===== src/rtl/fp16_dot_acc.sv =====
// Accumulates a stream of fp16 products into an fp16 dot product, one term per 4 cycles.
// Latency: accept->acc update 3 edges; p_ready low while a term is in flight or a result waits.
module fp16_dot_acc #(
    parameter int MAX_TERMS = 16,
    parameter int CNT_W     = 5
) (
    input  logic             clk_50,
    input  logic             reset_50,
    input  logic             p_valid,
    input  logic [15:0]      p_data,
    input  logic             p_last,
    output logic             p_ready,
    output logic             sum_valid,
    output logic [15:0]      sum_data,
    output logic [CNT_W-1:0] sum_terms,
    input  logic             sum_ready
);

    typedef enum logic [2:0] {WAIT, ALIGN, ADD, NORM, OUT} state_t;
    state_t state, state_nx;

    logic [15:0]      acc, term;
    logic [CNT_W-1:0] cnt;
    logic             last_q;

    // align-stage registers
    logic        a_sign, sub_q, byp_q;
    logic [4:0]  a_exp;
    logic [10:0] a_man, b_man;
    logic [15:0] byp_val;
    // add-stage register
    logic [11:0] sum_q;

    // align combinational
    logic        x_big;
    logic [4:0]  diff;
    logic [10:0] big_man, sml_man;
    logic        big_sign;
    logic [4:0]  big_exp;

    always_comb begin
        x_big    = (acc[14:0] >= term[14:0]);
        big_sign = x_big ? acc[15] : term[15];
        big_exp  = x_big ? acc[14:10] : term[14:10];
        big_man  = x_big ? {1'b1, acc[9:0]} : {1'b1, term[9:0]};
        diff     = x_big ? (acc[14:10] - term[14:10]) : (term[14:10] - acc[14:10]);
        // an 11-bit mantissa shifted by 11 or more naturally becomes zero
        sml_man  = (x_big ? {1'b1, term[9:0]} : {1'b1, acc[9:0]}) >> diff;
    end

    // normalize combinational
    logic [3:0]         lz;
    logic signed [6:0]  n_exp;
    logic [9:0]         n_man;
    logic [15:0]        n_res;

    always_comb begin
        lz = 4'd0;
        for (int i = 0; i < 11; i++) begin
            if (sum_q[i]) lz = 4'(10 - i);
        end
        if (sum_q[11]) begin
            n_man = sum_q[10:1];
            n_exp = signed'({2'b00, a_exp}) + 7'sd1;
        end else begin
            n_man = 10'(sum_q[10:0] << lz);
            n_exp = signed'({2'b00, a_exp}) - signed'({3'b000, lz});
        end
        if (byp_q)             n_res = byp_val;
        else if (sum_q == '0)  n_res = 16'h0000;
        else if (n_exp > 7'sd30) n_res = {a_sign, 15'h7BFF};
        else if (n_exp < 7'sd1)  n_res = 16'h0000;
        else                   n_res = {a_sign, n_exp[4:0], n_man};
    end

    always_ff @(posedge clk_50) begin
        if (reset_50) state <= WAIT;
        else          state <= state_nx;
    end

    always_comb begin
        state_nx = state;
        case (state)
            WAIT:    if (p_valid) state_nx = ALIGN;
            ALIGN:   state_nx = ADD;
            ADD:     state_nx = NORM;
            NORM:    state_nx = last_q ? OUT : WAIT;
            OUT:     if (sum_ready) state_nx = WAIT;
            default: state_nx = WAIT;
        endcase
    end

    always_comb begin
        p_ready   = (state == WAIT);
        sum_valid = (state == OUT);
    end

    always_ff @(posedge clk_50) begin
        if (reset_50) begin
            acc       <= '0;
            cnt       <= '0;
            term      <= '0;
            last_q    <= 1'b0;
            sum_data  <= '0;
            sum_terms <= '0;
            a_sign    <= 1'b0;
            sub_q     <= 1'b0;
            byp_q     <= 1'b0;
            a_exp     <= '0;
            a_man     <= '0;
            b_man     <= '0;
            byp_val   <= '0;
            sum_q     <= '0;
        end else begin
            case (state)
                WAIT: if (p_valid) begin
                    term   <= p_data;
                    last_q <= p_last | ((cnt + 1'b1) == CNT_W'(MAX_TERMS));
                    cnt    <= cnt + 1'b1;
                end
                ALIGN: begin
                    a_sign  <= big_sign;
                    a_exp   <= big_exp;
                    a_man   <= big_man;
                    b_man   <= sml_man;
                    sub_q   <= acc[15] ^ term[15];
                    byp_q   <= (acc[14:10] == 5'd0) || (term[14:10] == 5'd0);
                    byp_val <= (acc[14:10] == 5'd0) ? term : acc;
                end
                ADD: sum_q <= sub_q ? ({1'b0, a_man} - {1'b0, b_man})
                                    : ({1'b0, a_man} + {1'b0, b_man});
                NORM: begin
                    acc <= n_res;
                    if (last_q) begin
                        sum_data  <= n_res;
                        sum_terms <= cnt;
                    end
                end
                OUT: if (sum_ready) begin
                    acc <= '0;
                    cnt <= '0;
                end
                default: ;
            endcase
        end
    end

endmodule


===== config.mk =====
export PLATFORM = sky130hd
export DESIGN_NAME = fp16_dot_acc
export DESIGN_NICKNAME = d
export VERILOG_FILES = /design/src/rtl/fp16_dot_acc.sv
export SDC_FILE = /design/constraint.sdc
export NUM_CORES = 1
export LEC_CHECK = 0
export ABC_AREA = 0
export BUFFER_PORTS_ARGS = -buffer_cell sky130_fd_sc_hd__buf_4
export CAP_MARGIN = 30
export CORE_UTILIZATION = 45
export DETAILED_ROUTE_END_ITERATION = 7
export PLACE_DENSITY = 0.73
export SYNTH_ARGS = -nofsm -noshare
export SYNTH_HDL_FRONTEND = slang
export SYNTH_SLANG_ARGS = --single-unit

===== constraint.sdc =====
create_clock -name clk_50 -period 4.9 [get_ports clk_50]
set_clock_uncertainty 0.1 [all_clocks]
set_input_delay 0.735 -clock clk_50 [delete_from_list [all_inputs] [get_ports clk_50]]
set_output_delay 0.735 -clock clk_50 [all_outputs]
set_load 0.02 [all_outputs]

==> impl_results.md <==
* Post-route cell area at 0.008506 mm2
* GP Congestion at 0.9130
* WHS at 0.3622 ns
* Synth Flop Type: dfxtp_1
* Die W at 130.7 um
* Cells after Synth at 916
* Wire length of the first global-routing pass at 32340 um
* Total GRT Usage at 0.2462
* Post-Syn Area per Cell at 8.136 um2
* DIE AREA at 0.01708 mm2
* Minimum clock period at 4.100 ns
* Critical setup path kind: reg2reg
* Initial Utilization at 0.4657
* Post-synth net total at 979
* CP Capture Point: acc[2]
* Postcts setup bufs at 0
* Most common cell in the synthesized netlist: a21oi_1
* Port bufs at 43
* Final Slew Violations at 0
* Synth top area cells: dfxtp_1 32%, a21oi_1 8.5%, ha_1 6.4%, nor2_1 4.9%, nand2_1 4.5%
* Starting DRT DRC Count at 675
* Hold Crit Class: reg2reg
* Clock Latency Late Sink at 0.43 ns
* Top delay family on crit path: compound AO/OA/AOI/OAI gates
* MaxCap Viol Count at 0
* Crit path max fanout at 11
* CTS Buf Count at 17
* Height of the die at 130.7 um
* Power density cells at 456.9 mW/mm2
* Number of synthesized flops with an enable pin at 0
* Worst setup EP type: register
* Crit path DAT at 4.37 ns
* Root buffer cell: clkbuf_16
* Status: finished, final reports clean
* CTS clk-pin slew, worst paths at 0.06 ns
* Worst-margin pin slew at 1.056 ns
* Yosys warnings at 0
* Detail Route Antenna Nets at 0
* Pre-CTS setup slack at 0.9576 ns
* Register bit total from synthesis at 120
* CTS tree: yes
* # diodes at 0
* Vias in the first global route at 6089
* Crit path top cell by count: a21oi_1
* Total iterations of the first detailed-routing run at 5
* Mapped Area at 0.007452 mm2
* Filler instances at 1585
* Share of layout cells above drive strength 1 at 0.1351
* Routed WL at 20350 um
* Area of the core at 0.01600 mm2
* Final setup margin at 0.7997 ns
* Fin nets at 991
* Vias/cell at 5.896
* Post-cts sizing count at 0
* Tcrit/Tclk final at 0.8368
* CP Cell Sequence: nand2b_1 -> a21o_1 -> a21oi_2 -> o21ai_2 -> inv_2 -> ha_1 -> fa_1 -> nor2b_1 -> o21ai_0 -> a22oi_1 -> xor2_1 -> o31ai_1 -> and2_1 -> a21oi_1 -> a21oi_1 -> o21a_1
* Largest net degree at the start of global routing at 82
* Buf/Inv on CP at 1
* Async SR Flop Fraction at 0
* Max IR drop VDD at 0.0003100 V
* # clock sinks at 120
* Number of library cell types mapped by synthesis at 85
* RSZ-0062 raised after global routing: no
* Max-slew headroom at 0.2954
* CP startpoint: sum_q[2]
* Max Clock Freq at 243.9 MHz
* WP depth at 16
* Initial antenna violation count at 0
* Setup slack, reg-to-reg at 0.80 ns
* Synth area leader: dfxtp_1
* Sequential area share after synthesis at 0.3224
* WL/cell at 17.61 um
* Row count at 46
* Grt ovf at 0
* Slowest-stage cell, CP: and2_1
* Setup TNS at 0 ns
* # hold bufs at CTS at 0
* FF-to-FF End: acc[2]
* R2R depth at 16
* Top cell type's share of synthesized area at 0.3224
* I/O Pins at 44
* CP Launch Type: register
* Final hold vios at 0
* Placed standard-cell area at 0.007849 mm2
* DRC at 0
* Post-synth top cells: 126 x a21oi_1, 120 x dfxtp_1, 98 x nor2_1, 90 x nand2_1, 44 x clkbuf_1
* Area Overhead vs Synth at 14.14%
* Reg2Reg Launch Point: sum_q[2]
* Vias at 6816
* H-Tree Depth at 4
* DP HPWL at 14390 um
* Leak Pwr at 3.282 nW
* # setup viols final at 0
* Max Root-Sink Buffers at 2
* Req. time, crit path at 5.17 ns
* Max incr delay on CP at 0.51 ns
[final cells by class]
| class | count | area [um2] | share of cell area |
|---|---|---|---|
| sequential | 120 | 2402 | 0.2824 |
| inverter | 47 | 178.9 | 0.02104 |
| clock inverter | 13 | 217.7 | 0.02560 |
| tap | 216 | 270.3 | 0.03177 |
| clock buffer | 18 | 439.2 | 0.05163 |
| multi-input combinational | 690 | 4603 | 0.5412 |
| timing repair buffer | 52 | 394.1 | 0.04634 |
[power by group]
group	total (mW)	internal [mW]	switching, mW
Clock	1.41	0.920	0.488
Combinational	1.35	0.533	0.819
Sequential	1.13	1.04	0.0889
Total	3.89	2.49	1.40
[sequential cells by signal, indices dropped and copies added (netlist names), 11 cells and up]
register  flops
byp_val      16
acc          16
b_man        11
sum_data     16
a_man        11
sum_q        12
term         16
[routing by layer]
metal	GRT usage	share of wire	vias up
met4	0.09466	0.029	0
li1	-	-	3342
met3	0.05497	0.066	39
met1	0.3318	0.46	3163
met2	0.3831	0.45	272
met5	0	0	-
[cell families (layout without fill, tap and decap cells)]
kind of cell | Yosys count | count (layout) | synth area share
adder cells (fa/ha/maj) | 42 | 42 | 0.07455
XOR/XNOR | 26 | 26 | 0.03157
buffers and inverters | 106 | 130 | 0.06061
multiplexers | 46 | 46 | 0.07757
flip-flops | 120 | 120 | 0.3224
AO/OA/AOI/OAI | 302 | 302 | 0.2626
AND/OR/NAND/NOR | 274 | 274 | 0.1708
[placed cells by master, fill, tap and decap left out, types with 32 or more instances in the layout]
master	netlist	routed
mux2i_1	32	32
dfxtp_1	120	120
ha_1	38	38
nor2_1	98	98
a211oi_1	39	39
nand2_1	90	90
a21oi_1	126	126
inv_1	41	41
buf_4	3	51
o21ai_0	33	33
[per-stage QoR]
| stage | std cells | utilization | power (mW) |
|---|---|---|---|
| 3_5_place_dp | 1125 | 0.4905 | 2.467 |
| 6_report | 1156 | 0.5316 | 3.886 |
| 5_1_grt | 1156 | 0.5316 | 4.070 |
| 3_3_place_gp | 1124 | 0.4898 | 2.456 |
| 2_1_floorplan | 916 | - | 2.196 |
| 4_1_cts | 1156 | 0.5316 | 3.870 |
[worst min-delay path by stage]
stage / to / slack (ns) / cells after the start / from
after CTS: sum_terms[4] / 0.37 / 2 / sum_terms[4]
after global placement: sum_terms[2] / 0.35 / 2 / sum_terms[2]
after floorplan: a_man[10] / 0.35 / 2 / a_man[10]
after global routing: sum_data[15] / 0.39 / 2 / sum_data[15]
final: sum_terms[1] / 0.36 / 2 / sum_terms[1]
after detailed placement: sum_data[15] / 0.36 / 2 / sum_data[15]
[worst reg2reg max path, stage by stage, from the launching register on]
cell and delay [ns]:
dfxtp_1 0.48, nand2b_1 0.15, a21o_1 0.12, a21oi_2 0.07, o21ai_2 0.40, inv_2 0.15, ha_1 0.25, fa_1 0.41
nor2b_1 0.11, o21ai_0 0.08, a22oi_1 0.22, xor2_1 0.14, o31ai_1 0.38, and2_1 0.51, a21oi_1 0.14, a21oi_1 0.21
o21a_1 0.13
Power figures use the tool's default switching activity.
